**src/rtl/mips_ctrl_pkg.sv**
```systemverilog
// Shared encodings for the multi-cycle MIPS control unit: opcodes, FSM states
// and the datapath mux / ALU select codes.
package mips_ctrl_pkg;

    localparam logic [5:0] OP_RTYPE = 6'b000000;
    localparam logic [5:0] OP_J     = 6'b000010;
    localparam logic [5:0] OP_JAL   = 6'b000011;
    localparam logic [5:0] OP_BEQ   = 6'b000100;
    localparam logic [5:0] OP_BNE   = 6'b000101;
    localparam logic [5:0] OP_ADDI  = 6'b001000;
    localparam logic [5:0] OP_ANDI  = 6'b001100;
    localparam logic [5:0] OP_LW    = 6'b100011;
    localparam logic [5:0] OP_SW    = 6'b101011;
    localparam logic [5:0] FUNCT_JR = 6'b001000;

    typedef enum logic [3:0] {
        S_FETCH  = 4'd0,
        S_DECODE = 4'd1,
        S_MEMADR = 4'd2,
        S_MEMRD  = 4'd3,
        S_MEMWB  = 4'd4,
        S_MEMWR  = 4'd5,
        S_REXEC  = 4'd6,
        S_RWB    = 4'd7,
        S_IEXEC  = 4'd8,
        S_IWB    = 4'd9,
        S_BRANCH = 4'd10,
        S_JUMP   = 4'd11,
        S_JAL    = 4'd12,
        S_JR     = 4'd13,
        S_TRAP   = 4'd14
    } state_t;

    localparam logic [2:0] ALU_FUNCT = 3'b000;
    localparam logic [2:0] ALU_ADD   = 3'b001;
    localparam logic [2:0] ALU_ADDI  = 3'b010;
    localparam logic [2:0] ALU_AND   = 3'b011;
    localparam logic [2:0] ALU_SUB   = 3'b110;

    localparam logic [1:0] DST_RT = 2'd0;
    localparam logic [1:0] DST_RD = 2'd1;
    localparam logic [1:0] DST_RA = 2'd2;

    localparam logic [1:0] WB_ALUOUT = 2'd0;
    localparam logic [1:0] WB_MDR    = 2'd1;
    localparam logic [1:0] WB_PC     = 2'd2;

    localparam logic [1:0] SRCB_RT     = 2'd0;
    localparam logic [1:0] SRCB_FOUR   = 2'd1;
    localparam logic [1:0] SRCB_IMM    = 2'd2;
    localparam logic [1:0] SRCB_IMM_SH = 2'd3;

    localparam logic [1:0] PCS_ALU    = 2'd0;
    localparam logic [1:0] PCS_ALUOUT = 2'd1;
    localparam logic [1:0] PCS_JUMP   = 2'd2;
    localparam logic [1:0] PCS_RS     = 2'd3;

    // States that hold a memory request open and are guarded by the wait timer.
    function automatic logic is_mem_wait(state_t s);
        return (s == S_FETCH) || (s == S_MEMRD) || (s == S_MEMWR);
    endfunction

endpackage

```
**src/rtl/multicycle_control_unit_mem_wait_timer.sv**
```systemverilog
// Counts cycles a memory request has been stalled; flags the cycle in which
// another stalled cycle would reach the limit.
module mem_wait_timer #(
    parameter int MEM_WAIT_MAX = 15,
    parameter int W            = $clog2(MEM_WAIT_MAX + 1)
) (
    input  logic clk,
    input  logic rst,
    input  logic clr,
    input  logic inc,
    output logic expired
);

    logic [W-1:0] count;

    always_ff @(posedge clk) begin
        if (rst || clr) begin
            count <= '0;
        end else if (inc && (count != W'(MEM_WAIT_MAX))) begin
            count <= count + 1'b1;
        end
    end

    // A ready response in the limit cycle is a success, so inc gates the flag.
    assign expired = inc && (count == W'(MEM_WAIT_MAX - 1));

endmodule

```
**src/rtl/multicycle_control_unit.sv**
```systemverilog
// Multi-cycle MIPS control FSM: sequences fetch/decode/execute/memory/write-back
// with a MemReady handshake, a memory wait timeout trap and illegal-opcode flag.
//
// state  | meaning
// FETCH  | read instruction at PC, PC+4, load IR on MemReady
// DECODE | precompute branch target, dispatch on opcode
// MEMADR | compute lw/sw effective address
// MEMRD  | data read, wait for MemReady
// MEMWB  | write loaded data to rt
// MEMWR  | data write, wait for MemReady
// REXEC  | R-type ALU operation
// RWB    | write ALU result to rd
// IEXEC  | addi/andi ALU operation
// IWB    | write ALU result to rt
// BRANCH | beq/bne compare and conditional PC load
// JUMP   | j
// JAL    | jal: PC load plus PC write-back to $ra
// JR     | jump to rs
// TRAP   | memory timeout, held until reset
module multicycle_control_unit
    import mips_ctrl_pkg::*;
#(
    parameter int MEM_WAIT_MAX = 15,
    parameter int ALUOP_W      = 3
) (
    input  logic               clk,
    input  logic               rst,
    input  logic [5:0]         Op,
    input  logic [5:0]         Funct,
    input  logic               Zero,
    input  logic               MemReady,
    output logic               PCEn,
    output logic               IorD,
    output logic               MemRead,
    output logic               MemWrite,
    output logic               IRWrite,
    output logic               RegWr,
    output logic [1:0]         RegDst,
    output logic [1:0]         MemToReg,
    output logic               AluSrcA,
    output logic [1:0]         AluSrcB,
    output logic [ALUOP_W-1:0] Aluop,
    output logic [1:0]         PCSource,
    output logic               IllegalOp,
    output logic               Trap,
    output logic [3:0]         State
);

    state_t state_q;
    state_t state_d;
    logic   trap_q;
    logic   pc_write;
    logic   branch_taken;
    logic   timer_clr;
    logic   timer_inc;
    logic   timer_expired;

    always_ff @(posedge clk) begin
        if (rst) begin
            state_q <= S_FETCH;
            trap_q  <= 1'b0;
        end else begin
            state_q <= state_d;
            if (state_d == S_TRAP) begin
                trap_q <= 1'b1;
            end
        end
    end

    // Clearing on every state change gives each wait state a fresh count on entry.
    assign timer_clr = (state_d != state_q);
    assign timer_inc = is_mem_wait(state_q) && !MemReady;

    mem_wait_timer #(
        .MEM_WAIT_MAX (MEM_WAIT_MAX)
    ) u_mem_wait_timer (
        .clk     (clk),
        .rst     (rst),
        .clr     (timer_clr),
        .inc     (timer_inc),
        .expired (timer_expired)
    );

    always_comb begin
        state_d      = state_q;
        pc_write     = 1'b0;
        branch_taken = 1'b0;
        IorD         = 1'b0;
        MemRead      = 1'b0;
        MemWrite     = 1'b0;
        IRWrite      = 1'b0;
        RegWr        = 1'b0;
        RegDst       = DST_RT;
        MemToReg     = WB_ALUOUT;
        AluSrcA      = 1'b0;
        AluSrcB      = SRCB_RT;
        Aluop        = ALUOP_W'(ALU_FUNCT);
        PCSource     = PCS_ALU;
        IllegalOp    = 1'b0;

        case (state_q)
            S_FETCH: begin
                MemRead = 1'b1;
                AluSrcB = SRCB_FOUR;
                Aluop   = ALUOP_W'(ALU_ADD);
                if (MemReady) begin
                    IRWrite  = 1'b1;
                    pc_write = 1'b1;
                    state_d  = S_DECODE;
                end else if (timer_expired) begin
                    state_d = S_TRAP;
                end
            end
            S_DECODE: begin
                AluSrcB = SRCB_IMM_SH;
                Aluop   = ALUOP_W'(ALU_ADD);
                case (Op)
                    OP_LW, OP_SW:     state_d = S_MEMADR;
                    OP_RTYPE:         state_d = (Funct == FUNCT_JR) ? S_JR : S_REXEC;
                    OP_ADDI, OP_ANDI: state_d = S_IEXEC;
                    OP_BEQ, OP_BNE:   state_d = S_BRANCH;
                    OP_J:             state_d = S_JUMP;
                    OP_JAL:           state_d = S_JAL;
                    default: begin
                        IllegalOp = 1'b1;
                        state_d   = S_FETCH;
                    end
                endcase
            end
            S_MEMADR: begin
                AluSrcA = 1'b1;
                AluSrcB = SRCB_IMM;
                Aluop   = ALUOP_W'(ALU_ADD);
                state_d = (Op == OP_SW) ? S_MEMWR : S_MEMRD;
            end
            S_MEMRD: begin
                MemRead = 1'b1;
                IorD    = 1'b1;
                if (MemReady) begin
                    state_d = S_MEMWB;
                end else if (timer_expired) begin
                    state_d = S_TRAP;
                end
            end
            S_MEMWB: begin
                RegWr    = 1'b1;
                MemToReg = WB_MDR;
                state_d  = S_FETCH;
            end
            S_MEMWR: begin
                MemWrite = 1'b1;
                IorD     = 1'b1;
                if (MemReady) begin
                    state_d = S_FETCH;
                end else if (timer_expired) begin
                    state_d = S_TRAP;
                end
            end
            S_REXEC: begin
                AluSrcA = 1'b1;
                state_d = S_RWB;
            end
            S_RWB: begin
                RegWr   = 1'b1;
                RegDst  = DST_RD;
                state_d = S_FETCH;
            end
            S_IEXEC: begin
                AluSrcA = 1'b1;
                AluSrcB = SRCB_IMM;
                Aluop   = (Op == OP_ANDI) ? ALUOP_W'(ALU_AND) : ALUOP_W'(ALU_ADDI);
                state_d = S_IWB;
            end
            S_IWB: begin
                RegWr   = 1'b1;
                state_d = S_FETCH;
            end
            S_BRANCH: begin
                AluSrcA      = 1'b1;
                Aluop        = ALUOP_W'(ALU_SUB);
                PCSource     = PCS_ALUOUT;
                branch_taken = (Op == OP_BNE) ? !Zero : Zero;
                state_d      = S_FETCH;
            end
            S_JUMP: begin
                PCSource = PCS_JUMP;
                pc_write = 1'b1;
                state_d  = S_FETCH;
            end
            S_JAL: begin
                PCSource = PCS_JUMP;
                pc_write = 1'b1;
                RegWr    = 1'b1;
                RegDst   = DST_RA;
                MemToReg = WB_PC;
                state_d  = S_FETCH;
            end
            S_JR: begin
                PCSource = PCS_RS;
                pc_write = 1'b1;
                state_d  = S_FETCH;
            end
            S_TRAP: begin
                state_d = S_TRAP;
            end
            default: begin
                state_d = S_FETCH;
            end
        endcase

        // Reset silences every strobe in the cycle it is asserted.
        if (rst) begin
            pc_write     = 1'b0;
            branch_taken = 1'b0;
            IorD         = 1'b0;
            MemRead      = 1'b0;
            MemWrite     = 1'b0;
            IRWrite      = 1'b0;
            RegWr        = 1'b0;
            RegDst       = '0;
            MemToReg     = '0;
            AluSrcA      = 1'b0;
            AluSrcB      = '0;
            Aluop        = '0;
            PCSource     = '0;
            IllegalOp    = 1'b0;
        end
    end

    assign PCEn  = pc_write || branch_taken;
    assign Trap  = trap_q && !rst;
    assign State = rst ? 4'd0 : 4'(state_q);

endmodule

```
**config.mk**
```make
export PLATFORM = sky130hd
export DESIGN_NAME = multicycle_control_unit
export DESIGN_NICKNAME = d
export VERILOG_FILES = /design/src/rtl/mips_ctrl_pkg.sv /design/src/rtl/multicycle_control_unit_mem_wait_timer.sv /design/src/rtl/multicycle_control_unit.sv
export SDC_FILE = /design/constraint.sdc
export NUM_CORES = 1
export LEC_CHECK = 0
export CELL_PAD_IN_SITES_DETAIL_PLACEMENT = 0
export CELL_PAD_IN_SITES_GLOBAL_PLACEMENT = 2
export CORE_UTILIZATION = 27
export DETAILED_ROUTE_END_ITERATION = 8
export GPL_TIMING_DRIVEN = 0
export PLACE_DENSITY_LB_ADDON = 0.1
export REMOVE_ABC_BUFFERS = 1
export SYNTH_ARGS = -nofsm -noshare
export SYNTH_HDL_FRONTEND = slang
export SYNTH_SLANG_ARGS = --single-unit
```
**constraint.sdc**
```tcl
create_clock -name clk -period 3.75 [get_ports clk]
set_clock_uncertainty 0.05 [all_clocks]
set_input_delay 0.75 -clock clk [delete_from_list [all_inputs] [get_ports clk]]
set_output_delay 0.75 -clock clk [all_outputs]
set_load 0.01 [all_outputs]
```
==> impl_metrics.yaml <==
floorplanning:
  rows: 24
  fp.dieArea_mm2: 0.00503
  die_height_um: 71.0
  ios: 40
  die_width_um: 71.0
  start_util_pct: 28.7
  core-area_mm2: 0.00447
routing:
  drtPass1Iterations: 8
  detail_route.vias_per_cell: 5.35
  ant_nets: 0
  drcViolationCount: 12
  vias: 1376
  drt_iter0_markers: 82
  wl_um: 3790
  avgRoutedWirePerCell_um: 14.7
power_and_ir_drop:
  share_comb_of_total_power_pct: 33.7
  power_switching_uw: 109
  p_sw_share_pct: 32.2
  ir_drop_mv: 0.188
  intPower_uw: 228
  pwr-share-clk_pct: 33.6
  power_density_mw_per_mm2: 197
  seqPwrFrac_pct: 32.7
  leakagePower_uw: 0.000685
clock_network:
  hold_buffers: 0
  cts-buffers-inserted: 3
  clock-sinks: 9
  cts-root-buf: "clkbuf_8"
  htree_levels: 1
  cts_tree: "built"
  clk_path_buf_depth: 2
  insertion_delay_ns: 0.24
  clk_pin_slew_ns: 0.04
logic_synthesis:
  synth_cells: 175
  syn_avg_cell_area_um2: 7.34
  async_flop_share_pct: 0
  ys_warn_count: 0
  synth-seq-area-share_pct: 14.0
  synth_cell_types: 58
  synth-main-ff-cell: "dfxtp_1"
  ys_ff_latch: 9
  synth-edff-count: 0
  syn_area_mm2: 0.00128
timing:
  finalHoldViolCount: 0
  fin_crit_sh_pct: 92.3
  fin_crit_ns: 3.46
  finalSetupViolCount: 0
  fmax_mhz: 289
  final.setup.tns_ns: 0
  tightest_slew_ns: 1.01
  slew_violations: 0
  rsz0062_at_grt: "no"
  slew_headroom_pct: 32.6
grt:
  grt_pass1_wl_um: 6190
  gr-usage-all-layers_pct: 15.3
  antenna_found_initial: 0
  grt_max_degree: 30
  global_route.overflow_total: 0
  grt_pass1_vias: 1281
flow_run:
  drv_cap: 0
setup_path:
  path_class: "in2out"
  crit_arrival_ns: 2.66
  path_cells: "clkdlybuf4s50_1, nor3_2, nand4_1, a21oi_1, nor2_1, nor3_1, clkdlybuf4s50_1"
  cp.required_ns: 2.95
  crit_fanout: 7
  start_kind: "input pin"
  critPathSlowestCell: "clkdlybuf4s50_1"
  crit_top_cell: "clkdlybuf4s50_1"
  crit_path_end_kind: "output pin"
  crit_path_max_incr_delay_ns: 0.56
finish:
  drive_above_1_share_pct: 10.7
  antennaDiodeCount: 0
  fillCellCount: 464
  finalNetCount: 224
  fin_area_mm2: 0.00171
  syn_to_final_growth_pct: 33.5
status:
  status: "complete, but fails checks"
  failed_checks: "DRC"
placement:
  io_buffers: 39
  dpl_cell_area_mm2: 0.00167
  gpl.final_weighted_congestion: 0.794
  dp_hpwl_um: 2810
min_path:
  hold_path.class: "reg2reg"
## worst paths after layout
path / startpoint / to / slack [ns] / cells past startpoint
worst max-delay path: Op[5] / Aluop[0] / 0.29 / 7
worst min-delay path: trap_q$_SDFFE_PP0N_ / trap_q$_SDFFE_PP0N_ / 0.41 / 2
worst max register to register: state_q[0]$_SDFF_PP0_ / u_mem_wait_timer.count[0]$_SDFFE_PP0P_ / 1.17 / 6
worst min register to register: trap_q$_SDFFE_PP0N_ / trap_q$_SDFFE_PP0N_ / 0.41 / 2
## worst max-delay path, delay by kind of cell
kind / cells / cell delay (ns)
buffers and inverters: 2 / 1.12
AO/OA/AOI/OAI: 1 / 0.18
AND/OR/NAND/NOR: 4 / 0.60
## stage by stage
step	instances	total power, uW	setup slack (ns)	utilization [%]	hold slack [ns]
final	257	337	0.288	38.3	0.415
after global routing	257	357	0.111	38.3	0.445
after CTS	257	342	0.125	38.1	0.415
after detailed placement	253	226	-0.120	37.2	0.404
after global placement	253	224	-0.130	37.2	0.393
after floorplan	162	172	1.00	-	0.381
## routing by layer
| layer | vias up | track usage [%] | share of wire, % |
|---|---|---|---|
| li1 | 706 | - | - |
| met1 | 640 | 20.7 | 49 |
| met2 | 27 | 25.7 | 47 |
| met3 | 3 | 1.57 | 3.4 |
| met4 | 0 | 4.67 | 1.0 |
| met5 | - | 0 | 0 |
## timing repair
| action | 4_1_cts | 5_1_grt |
|---|---|---|
| endpoints found under the setup margin | 2 | 2 |
| buffers inserted | 0 | 0 |
| resized for setup | 4 | 3 |
## cells by family after synthesis
group | Yosys count | share of synthesized area (%)
mux | 1 | 0.780
flops | 9 | 14.0
fa+ha+maj | 2 | 1.95
buf+inv | 24 | 8.97
xor+xnor | 5 | 4.00
simple gates | 90 | 40.2
compound gates | 44 | 30.1
## power groups by stage
stage / Clock, uW / Sequential, uW / Combinational, uW
floorplan: 0 / 108 / 63.2
global placement: 0 / 111 / 113
detailed placement: 0 / 112 / 115
CTS: 118 / 110 / 113
global route: 122 / 111 / 124
finish: 113 / 110 / 113
## cell usage after synthesis, types with 2 or more instances
| library cell | n | share of area [%] |
|---|---|---|
| nor3b_2 | 2 | 1.9 |
| nand4b_1 | 2 | 1.4 |
| buf_6 | 2 | 1.8 |
| a31oi_1 | 2 | 0.97 |
| nand3_1 | 5 | 1.9 |
| a211oi_1 | 2 | 1.2 |
| nor4_1 | 2 | 0.97 |
| nor3_1 | 11 | 4.3 |
| buf_2 | 5 | 1.9 |
| a211o_1 | 3 | 2.0 |
| a21oi_1 | 7 | 2.7 |
| nor2_1 | 29 | 8.5 |
| o311a_1 | 2 | 1.6 |
| ha_1 | 2 | 1.9 |
| nor2b_1 | 8 | 3.9 |
| clkbuf_1 | 4 | 1.2 |
| o31ai_1 | 3 | 1.8 |
| a2111oi_0 | 2 | 1.4 |
| a21o_1 | 3 | 1.8 |
| and3_1 | 4 | 1.9 |
| nand2_1 | 9 | 2.6 |
| xnor2_1 | 4 | 2.7 |
| o21ai_0 | 2 | 0.78 |
| or3_1 | 2 | 0.97 |
| nand4_1 | 3 | 1.5 |
| nand2b_1 | 5 | 2.4 |
| dfxtp_1 | 9 | 14 |
| inv_1 | 11 | 3.2 |
## layout make-up
class                   instances  area [um2]  area share [%]
clock buffers                   4        45.0            2.63
inverters                      11        41.3            2.41
flip-flops and latches          9         180            10.5
multi-input cells             142         995            58.0
repair buffers                 39         388            22.6
well taps                      52        65.1            3.80
## registers in the layout, indices dropped and copies added (netlist names)
| register | count |
|---|---|
| trap_q | 1 |
| u_mem_wait_timer.count | 4 |
| state_q | 4 |
## cells in the final DEF, fill, tap and decap left out, types with 3 or more instances in the layout
master           count
nand2_1              9
clkbuf_8             3
nor2_1              29
a21oi_1              7
inv_1               11
and3_1               4
clkdlybuf4s50_1     34
a21o_1               3
o31ai_1              3
nor2b_1              8
nor3_1              10
dlygate4sd2_1        4
nand3_1              5
xnor2_1              4
nand4_1              3
dfxtp_1              9
nand2b_1             5
a211o_1              3
Power figures use the tool's default switching activity.
